### src/rtl/ysyx_22050710_axil_pkg.sv
// ---------------------------------------------------------------------------
// ysyx_22050710_axil_pkg
//
// Purpose : shared types and constants for the AXI4-Lite N-to-1 arbiter slice.
//           Holds the arbiter FSM state encoding, AXI response codes, the
//           default prot value driven when no master owns the bus, and a small
//           one-hot to index helper used to feed the round-robin pointer.
//
// Contents:
//   axil_state_e     arbiter FSM states (IDLE, RD_ADDR, RD_DATA, WR_REQ, WR_RESP)
//   axi_resp_e       AXI response codes (OKAY, EXOKAY, SLVERR, DECERR)
//   AXI_PROT_DEFAULT prot driven on the slave port while idle
//   MAX_MST          upper bound on the number of masters (8)
//   MST_IDX_WD       width of a master index (enough for MAX_MST)
//   onehot_to_idx    one-hot grant vector to binary master index
// ---------------------------------------------------------------------------
package ysyx_22050710_axil_pkg;

    typedef enum logic [2:0] {
        ST_IDLE    = 3'd0,
        ST_RD_ADDR = 3'd1,
        ST_RD_DATA = 3'd2,
        ST_WR_REQ  = 3'd3,
        ST_WR_RESP = 3'd4
    } axil_state_e;

    typedef enum logic [1:0] {
        AXI_RESP_OKAY   = 2'b00,
        AXI_RESP_EXOKAY = 2'b01,
        AXI_RESP_SLVERR = 2'b10,
        AXI_RESP_DECERR = 2'b11
    } axi_resp_e;

    localparam logic [2:0] AXI_PROT_DEFAULT = 3'b000;

    localparam int MAX_MST    = 8;
    localparam int MST_IDX_WD = 3;

    // Converts a one-hot (or all-zero) vector into the index of its set bit.
    // An all-zero input yields index 0.
    function automatic logic [MST_IDX_WD-1:0] onehot_to_idx(input logic [MAX_MST-1:0] oh);
        logic [MST_IDX_WD-1:0] idx;
        idx = '0;
        for (int i = 0; i < MAX_MST; i++) begin
            if (oh[i]) begin
                idx = MST_IDX_WD'(i);
            end
        end
        return idx;
    endfunction

endpackage

### src/rtl/ysyx_22050710_rr_arbiter.sv
// ---------------------------------------------------------------------------
// ysyx_22050710_rr_arbiter
//
// Purpose : combinational one-hot grant from a request vector. With
//           YSYX_22050710_AXIL_ARB_RR_EN defined the search starts at a
//           registered priority pointer that moves to one past the winner
//           each time update_i pulses (round-robin). Without the macro the
//           lowest requesting index always wins and no pointer exists.
//
// Configuration macro: YSYX_22050710_AXIL_ARB_RR_EN
//
// Ports:
//   clk_i      clock
//   rst_ni     asynchronous active-low reset (pointer returns to 0)
//   req_i      request vector, one bit per master
//   update_i   pulse when the owning transaction completes
//   win_idx_i  index of the master whose transaction just completed
//   grant_o    one-hot grant (all zero when nothing requests)
// ---------------------------------------------------------------------------
module ysyx_22050710_rr_arbiter
    import ysyx_22050710_axil_pkg::*;
#(
    parameter int NUM_REQ = 2
) (
    input  logic                  clk_i,
    input  logic                  rst_ni,
    input  logic [NUM_REQ-1:0]    req_i,
    input  logic                  update_i,
    input  logic [MST_IDX_WD-1:0] win_idx_i,
    output logic [NUM_REQ-1:0]    grant_o
);

`ifdef YSYX_22050710_AXIL_ARB_RR_EN

    logic [MST_IDX_WD-1:0] ptr_q;
    logic [MST_IDX_WD-1:0] ptr_d;
    logic [MST_IDX_WD:0]   target;
    logic                  found;

    // Walk the masters starting at the pointer, wrapping past NUM_REQ-1.
    // The first requester met along that circular order gets the grant.
    always_comb begin
        grant_o = '0;
        found   = 1'b0;
        target  = '0;
        for (int i = 0; i < NUM_REQ; i++) begin
            target = {1'b0, ptr_q} + (MST_IDX_WD+1)'(i);
            if (target >= (MST_IDX_WD+1)'(NUM_REQ)) begin
                target = target - (MST_IDX_WD+1)'(NUM_REQ);
            end
            for (int k = 0; k < NUM_REQ; k++) begin
                if (!found && req_i[k] && (target == (MST_IDX_WD+1)'(k))) begin
                    grant_o[k] = 1'b1;
                    found      = 1'b1;
                end
            end
        end
    end

    // The master just served drops to lowest priority next time round.
    assign ptr_d = (win_idx_i == MST_IDX_WD'(NUM_REQ - 1)) ? '0 : win_idx_i + 1'b1;

    always_ff @(posedge clk_i or negedge rst_ni) begin
        if (!rst_ni) begin
            ptr_q <= '0;
        end else if (update_i) begin
            ptr_q <= ptr_d;
        end
    end

`else

    logic unused_sigs;

    // Isolate the lowest set request bit: lowest index has highest priority.
    assign grant_o = req_i & ~(req_i - 1'b1);

    // Clock, reset and pointer-update inputs only matter in round-robin mode.
    assign unused_sigs = ^{clk_i, rst_ni, update_i, win_idx_i};

`endif

endmodule

### src/rtl/ysyx_22050710_axil_arbiter.sv
// ---------------------------------------------------------------------------
// ysyx_22050710_axil_arbiter
//
// Purpose : AXI4-Lite N-to-1 arbiter. NUM_MST masters share one AXI4-Lite
//           slave port with exactly one read or write transaction in flight.
//           The owner's channels pass straight through; responses return only
//           to the owner. Arbitration is round-robin when
//           YSYX_22050710_AXIL_ARB_RR_EN is defined, otherwise fixed priority
//           with master 0 (IFU) highest.
//
// Configuration macro: YSYX_22050710_AXIL_ARB_RR_EN
//
// Parameters: NUM_MST (2..8), ADDR_WD, DATA_WD, STRB_WD = DATA_WD/8
//
// Ports (master buses packed, master k occupies slice k):
//   i_aclk, i_arsetn                clock, asynchronous active-low reset
//   i_m_aw*/o_m_awready             master write-address channels
//   i_m_w*/o_m_wready               master write-data channels
//   o_m_bvalid/o_m_bresp/i_m_bready master write-response channels
//   i_m_ar*/o_m_arready             master read-address channels
//   o_m_rvalid/o_m_r*/i_m_rready    master read-data channels
//   o_s_* / i_s_*                   single slave-side AXI4-Lite port
//   o_grant                         one-hot current owner, 0 when idle
// ---------------------------------------------------------------------------
module ysyx_22050710_axil_arbiter
    import ysyx_22050710_axil_pkg::*;
#(
    parameter  int NUM_MST = 2,
    parameter  int ADDR_WD = 32,
    parameter  int DATA_WD = 64,
    localparam int STRB_WD = DATA_WD / 8
) (
    input  logic                         i_aclk,
    input  logic                         i_arsetn,

    input  logic [NUM_MST-1:0]           i_m_awvalid,
    output logic [NUM_MST-1:0]           o_m_awready,
    input  logic [NUM_MST*ADDR_WD-1:0]   i_m_awaddr,
    input  logic [NUM_MST*3-1:0]         i_m_awprot,
    input  logic [NUM_MST-1:0]           i_m_wvalid,
    output logic [NUM_MST-1:0]           o_m_wready,
    input  logic [NUM_MST*DATA_WD-1:0]   i_m_wdata,
    input  logic [NUM_MST*STRB_WD-1:0]   i_m_wstrb,
    output logic [NUM_MST-1:0]           o_m_bvalid,
    input  logic [NUM_MST-1:0]           i_m_bready,
    output logic [NUM_MST*2-1:0]         o_m_bresp,
    input  logic [NUM_MST-1:0]           i_m_arvalid,
    output logic [NUM_MST-1:0]           o_m_arready,
    input  logic [NUM_MST*ADDR_WD-1:0]   i_m_araddr,
    input  logic [NUM_MST*3-1:0]         i_m_arprot,
    output logic [NUM_MST-1:0]           o_m_rvalid,
    input  logic [NUM_MST-1:0]           i_m_rready,
    output logic [NUM_MST*DATA_WD-1:0]   o_m_rdata,
    output logic [NUM_MST*2-1:0]         o_m_rresp,

    output logic                         o_s_awvalid,
    input  logic                         i_s_awready,
    output logic [ADDR_WD-1:0]           o_s_awaddr,
    output logic [2:0]                   o_s_awprot,
    output logic                         o_s_wvalid,
    input  logic                         i_s_wready,
    output logic [DATA_WD-1:0]           o_s_wdata,
    output logic [STRB_WD-1:0]           o_s_wstrb,
    input  logic                         i_s_bvalid,
    output logic                         o_s_bready,
    input  logic [1:0]                   i_s_bresp,
    output logic                         o_s_arvalid,
    input  logic                         i_s_arready,
    output logic [ADDR_WD-1:0]           o_s_araddr,
    output logic [2:0]                   o_s_arprot,
    input  logic                         i_s_rvalid,
    output logic                         o_s_rready,
    input  logic [DATA_WD-1:0]           i_s_rdata,
    input  logic [1:0]                   i_s_rresp,

    output logic [NUM_MST-1:0]           o_grant
);

    axil_state_e           state_q;
    logic [NUM_MST-1:0]    grant_q;
    logic                  awDone_q;
    logic                  wDone_q;

    logic [NUM_MST-1:0]    req;
    logic [NUM_MST-1:0]    arbGrant;
    logic [MST_IDX_WD-1:0] grantIdx;

    logic                  selAwvalid;
    logic                  selWvalid;
    logic                  selArvalid;
    logic                  selRready;
    logic                  selBready;

    logic                  arHs;
    logic                  rHs;
    logic                  awHs;
    logic                  wHs;
    logic                  bHs;
    logic                  txnDone;

    assign req      = i_m_arvalid | i_m_awvalid;
    assign grantIdx = onehot_to_idx(MAX_MST'(grant_q));

    ysyx_22050710_rr_arbiter #(
        .NUM_REQ (NUM_MST)
    ) u_arb (
        .clk_i     (i_aclk),
        .rst_ni    (i_arsetn),
        .req_i     (req),
        .update_i  (txnDone),
        .win_idx_i (grantIdx),
        .grant_o   (arbGrant)
    );

    // Select the owning master's request-side signals. With no owner every
    // selected value is zero, so the slave sees a quiet bus.
    always_comb begin
        selAwvalid = 1'b0;
        selWvalid  = 1'b0;
        selArvalid = 1'b0;
        selRready  = 1'b0;
        selBready  = 1'b0;
        o_s_awaddr = '0;
        o_s_awprot = AXI_PROT_DEFAULT;
        o_s_wdata  = '0;
        o_s_wstrb  = '0;
        o_s_araddr = '0;
        o_s_arprot = AXI_PROT_DEFAULT;
        for (int k = 0; k < NUM_MST; k++) begin
            if (grant_q[k]) begin
                selAwvalid = i_m_awvalid[k];
                selWvalid  = i_m_wvalid[k];
                selArvalid = i_m_arvalid[k];
                selRready  = i_m_rready[k];
                selBready  = i_m_bready[k];
                o_s_awaddr = i_m_awaddr[k*ADDR_WD +: ADDR_WD];
                o_s_awprot = i_m_awprot[k*3 +: 3];
                o_s_wdata  = i_m_wdata[k*DATA_WD +: DATA_WD];
                o_s_wstrb  = i_m_wstrb[k*STRB_WD +: STRB_WD];
                o_s_araddr = i_m_araddr[k*ADDR_WD +: ADDR_WD];
                o_s_arprot = i_m_arprot[k*3 +: 3];
            end
        end
    end

    // Valid/ready routing is gated by state so only the channel belonging to
    // the current phase is open. In WR_REQ a finished channel is closed via
    // its done flag so a master that still holds valid cannot issue twice.
    always_comb begin
        o_m_awready = '0;
        o_m_wready  = '0;
        o_m_bvalid  = '0;
        o_m_arready = '0;
        o_m_rvalid  = '0;
        o_s_awvalid = 1'b0;
        o_s_wvalid  = 1'b0;
        o_s_bready  = 1'b0;
        o_s_arvalid = 1'b0;
        o_s_rready  = 1'b0;
        unique case (state_q)
            ST_RD_ADDR: begin
                o_s_arvalid = selArvalid;
                if (i_s_arready) begin
                    o_m_arready = grant_q;
                end
            end
            ST_RD_DATA: begin
                o_s_rready = selRready;
                if (i_s_rvalid) begin
                    o_m_rvalid = grant_q;
                end
            end
            ST_WR_REQ: begin
                o_s_awvalid = selAwvalid & ~awDone_q;
                o_s_wvalid  = selWvalid & ~wDone_q;
                if (i_s_awready && !awDone_q) begin
                    o_m_awready = grant_q;
                end
                if (i_s_wready && !wDone_q) begin
                    o_m_wready = grant_q;
                end
            end
            ST_WR_RESP: begin
                o_s_bready = selBready;
                if (i_s_bvalid) begin
                    o_m_bvalid = grant_q;
                end
            end
            default: begin
            end
        endcase
    end

    assign arHs    = o_s_arvalid & i_s_arready;
    assign rHs     = (state_q == ST_RD_DATA) & i_s_rvalid & selRready;
    assign awHs    = o_s_awvalid & i_s_awready;
    assign wHs     = o_s_wvalid & i_s_wready;
    assign bHs     = (state_q == ST_WR_RESP) & i_s_bvalid & selBready;
    assign txnDone = rHs | bHs;

    // Response payloads are broadcast; only the owner sees a valid.
    assign o_m_rdata = {NUM_MST{i_s_rdata}};
    assign o_m_rresp = {NUM_MST{i_s_rresp}};
    assign o_m_bresp = {NUM_MST{i_s_bresp}};
    assign o_grant   = grant_q;

    // Transaction FSM. The winner's arvalid decides the operation, so a
    // master raising arvalid and awvalid together gets its read first and
    // its write in a later arbitration round.
    always_ff @(posedge i_aclk or negedge i_arsetn) begin
        if (!i_arsetn) begin
            state_q  <= ST_IDLE;
            grant_q  <= '0;
            awDone_q <= 1'b0;
            wDone_q  <= 1'b0;
        end else begin
            unique case (state_q)
                ST_IDLE: begin
                    if (|req) begin
                        grant_q <= arbGrant;
                        state_q <= (|(arbGrant & i_m_arvalid)) ? ST_RD_ADDR : ST_WR_REQ;
                    end
                end
                ST_RD_ADDR: begin
                    if (arHs) begin
                        state_q <= ST_RD_DATA;
                    end
                end
                ST_RD_DATA: begin
                    if (rHs) begin
                        state_q <= ST_IDLE;
                        grant_q <= '0;
                    end
                end
                ST_WR_REQ: begin
                    if ((awDone_q || awHs) && (wDone_q || wHs)) begin
                        state_q  <= ST_WR_RESP;
                        awDone_q <= 1'b0;
                        wDone_q  <= 1'b0;
                    end else begin
                        if (awHs) begin
                            awDone_q <= 1'b1;
                        end
                        if (wHs) begin
                            wDone_q <= 1'b1;
                        end
                    end
                end
                ST_WR_RESP: begin
                    if (bHs) begin
                        state_q <= ST_IDLE;
                        grant_q <= '0;
                    end
                end
                default: begin
                    state_q <= ST_IDLE;
                    grant_q <= '0;
                end
            endcase
        end
    end

endmodule

### config.mk
export PLATFORM = sky130hd
export DESIGN_NAME = ysyx_22050710_axil_arbiter
export DESIGN_NICKNAME = d
export VERILOG_FILES = /design/src/rtl/ysyx_22050710_axil_pkg.sv /design/src/rtl/ysyx_22050710_rr_arbiter.sv /design/src/rtl/ysyx_22050710_axil_arbiter.sv
export SDC_FILE = /design/constraint.sdc
export NUM_CORES = 1
export LEC_CHECK = 0
export BUFFER_PORTS_ARGS = -buffer_cell sky130_fd_sc_hd__buf_4
export CAP_MARGIN = 20
export CORE_AREA = 2 2 259 261
export CTS_BUF_LIST = sky130_fd_sc_hd__clkbuf_4 sky130_fd_sc_hd__clkbuf_8
export CTS_CLUSTER_SIZE = 25
export DETAILED_ROUTE_END_ITERATION = 8
export DIE_AREA = 0 0 261 263
export PLACE_DENSITY = 0.3
export SLEW_MARGIN = 20
export SYNTH_ARGS = -nofsm -noshare
export SYNTH_HDL_FRONTEND = slang
export SYNTH_SLANG_ARGS = --single-unit
### constraint.sdc
create_clock -name i_aclk -period 1.32 [get_ports i_aclk]
set_input_delay 0.066 -clock i_aclk [delete_from_list [all_inputs] [get_ports i_aclk]]
set_output_delay 0.066 -clock i_aclk [all_outputs]
set_load 0.01 [all_outputs]
==> impl_metrics.toml <==
[outcome]
status = "finished, violations left"
violations = "negative setup slack"

[yosys]
yosysWarningCount = 0
synth_nets = 765
synth_area_mm2 = 0.00310
yosysTopAreaCell = "a22o_1"
synth-seq-cells = 7
synthCells = 396
ys_seq_area_share_pct = 5.66
synth_top_cell_area_share_pct = 39.9
async_reset_ff_share_pct = 100
synth-main-ff-cell = "dfrtp_1"
ys_top_cells_by_area = "a22o_1 (40%), buf_4 (33%), dfrtp_1 (5.7%)"
avgSynthCellArea_um2 = 7.82
synth_edf_count = 0
synth_cell_type_count = 41

[power]
p_leak_nw = 3.85
power_mw = 16.6
powerDensity_mw_per_mm2 = 2050
vdd_ir_drop_max_mv = 0.606

[drt]
ant_nets = 0
wl_mm = 32.9
drt-met1-wl_mm = 12.1
wl_met3_mm = 4.19
dr_total_vias = 4838
drt-wirelength-per-cell_um = 20.2
dr.pass1.iters = 4
top_layer = "met5"
drt_iter0_drc = 161
drc_errors = 0
wl_met2_mm = 15.4
via_per_inst = 2.97

[worst_setup_path]
cp_top_family = "buffers and inverters"
worst_path_largest_cell_delay_ps = 520
cp_common_cell = "buf_12"
crit_required_ps = 1250
crit_chain = "nor2_4 > buf_12 > buf_12 > buf_12 > a22o_1 > buf_4"
arrival_ps = 1720
crit_path_start_kind = "flip-flop"
path_class = "flip-flop to primary output"
worstPathMaxFanout = 13
cp-end-kind = "primary output"
path_buf_inv = 4
critPathSlowestCell = "dfrtp_4"

[sta]
final.setup.worst_slack_ps = -466
finalCritPeriodShare_pct = 135
rsz0062_at_grt = "true"
hold_viol_final = 0
max-slew-margin-rel_pct = 76.0
hold_slack_ps = 132
clock_skew_ps = 2.53
drv_slew = 0
fin_crit_ps = 1790
max_freq_mhz = 560
setup_viol = 165
worst_pin_slew_ps = 357

[hold_path]
hold_class = "input port to primary output"

[global_route]
grt_max_degree = 44
antenna_found_initial = 5
first_global_vias = 5253
grt_pass1_wl_mm = 41.3
gr-total-overflow = 0
grt_usage_pct = 8.61

[clocking]
cts.path.max_buffers = 2
cts_tree = "done"
clkTransAtPathRegs_ps = 40
cts.sink_count = 7
clk_latency_ps = 230
root_buffer = "clkbuf_8"
htreeDepth = 1
cts_buffers = 3

[cells_and_area]
drive_gt1_share_pct = 77.7
stdcell_count = 1631
diodes = 0
areaGrowthSynthToFinish_pct = 163
stdcell_area_mm2 = 0.00813
seqCellArea_um2 = 183
fill_cells = 7560
nets = 1137
multi_input_area_mm2 = 0.00200

[floorplanning]
rows = 94
die-width_um = 261
die_h_um = 263
ios = 664
design.core.area_mm2 = 0.0656
initial_utilization_pct = 4.72
dieArea_mm2 = 0.0686

[placed_design]
placed_cell_area_mm2 = 0.00695
dp_hpwl_mm = 26.5
place_congestion = 0.752
dpl.cell_count = 1598
numPortBuffers = 459

[job]
cap_viol_max_count = 0
[worst paths after layout]
kind | startpoint | end | slack (ps) | depth (start not counted)
worst max-delay path | o_grant[1]$_DFFE_PN0P_ | o_s_wdata[58] | -470 | 6
worst min-delay path | i_s_rdata[60] | o_m_rdata[60] | 130 | 0
worst max register to register | o_grant[1]$_DFFE_PN0P_ | state_q[1]$_DFFE_PN0P_ | -410 | 6
worst min register to register | state_q[0]$_DFFE_PN0P_ | o_grant[1]$_DFFE_PN0P_ | 690 | 2
max in group asynchronous | i_arsetn | o_grant[1]$_DFFE_PN0P_ | 980 | 2
min in group asynchronous | i_arsetn | awDone_q$_DFFE_PN0P_ | 190 | 2
[sequential cells by signal, indices dropped and copies added (netlist names)]
signal    cells
awDone_q      1
o_grant       2
state_q       3
wDone_q       1
[synth_stat cells, types with 2 or more instances]
master and number:
nor2_1 4, nand2_1 8, or2_2 2, nand3_1 3
dfrtp_1 7, o211ai_1 4, nand2b_1 3, buf_2 11
and3_1 8, nor3_1 4, o21ba_2 2, buf_1 9
and2_1 2, inv_1 5, a22o_1 141, a22oi_1 3
clkbuf_1 12, a21oi_1 5, buf_4 137, and4bb_2 2
nor3b_1 2, o21ai_0 3
[cells by family (layout without fill, tap and decap cells)]
| logic type | count (synthesis) | count (layout) | synth area share (%) |
|---|---|---|---|
| buf+inv | 175 | 546 | 38.5 |
| compound gates | 166 | 166 | 45.9 |
| simple gates | 48 | 48 | 9.98 |
| flops | 7 | 7 | 5.66 |
[through the flow]
stage               worst slack (ps)  utilization, %  setup TNS [ps]
finish                          -466            12.4          -61150
detailed placement              -274            10.6          -25000
floorplan                       -136               -           -1020
global route                    -499            12.4          -70950
CTS                             -448            11.9          -57920
global placement                -262            10.6          -24520
[area by class of cell]
type | count | area share, %
clock buffer | 4 | 0.600
sequential | 7 | 2.25
tap | 864 | 13.3
multi-input combinational | 214 | 24.5
timing repair buffer | 537 | 59.1
inverter | 5 | 0.231
[metal layers]
layer  vias up  track usage, %
li1       2119               -
met1      2215            9.29
met2       419            15.0
met3        77            3.64
met4         8            2.95
met5         -               0
[layout by cell type, fill, tap and decap left out, drive strengths merged, types with 4 or more instances in the layout]
cell,n
and3,9
a22o,141
nor2,5
buf,532
a21oi,5
o21ai,5
nor3,4
dfrtp,7
clkbuf,8
inv,5
o211ai,4
nand2,8
[power by group]
group          internal [mW]  switching (mW)
registers              0.321           0.119
logic                   8.68            7.20
clock network          0.230          0.0941
total                   9.23            7.41
[repair_timing]
item / 4_1_cts / 5_1_grt
gates resized for setup: 122 / 35
gates cloned: 8 / 4
hold buffers: 1 / 0
endpoints found under the setup margin: 165 / 165
buffers inserted: 14 / 4
endpoints found under the hold margin: 7 / 0
pin swaps: 17 / 22
No activity file was read; power rests on OpenSTA's default activity.
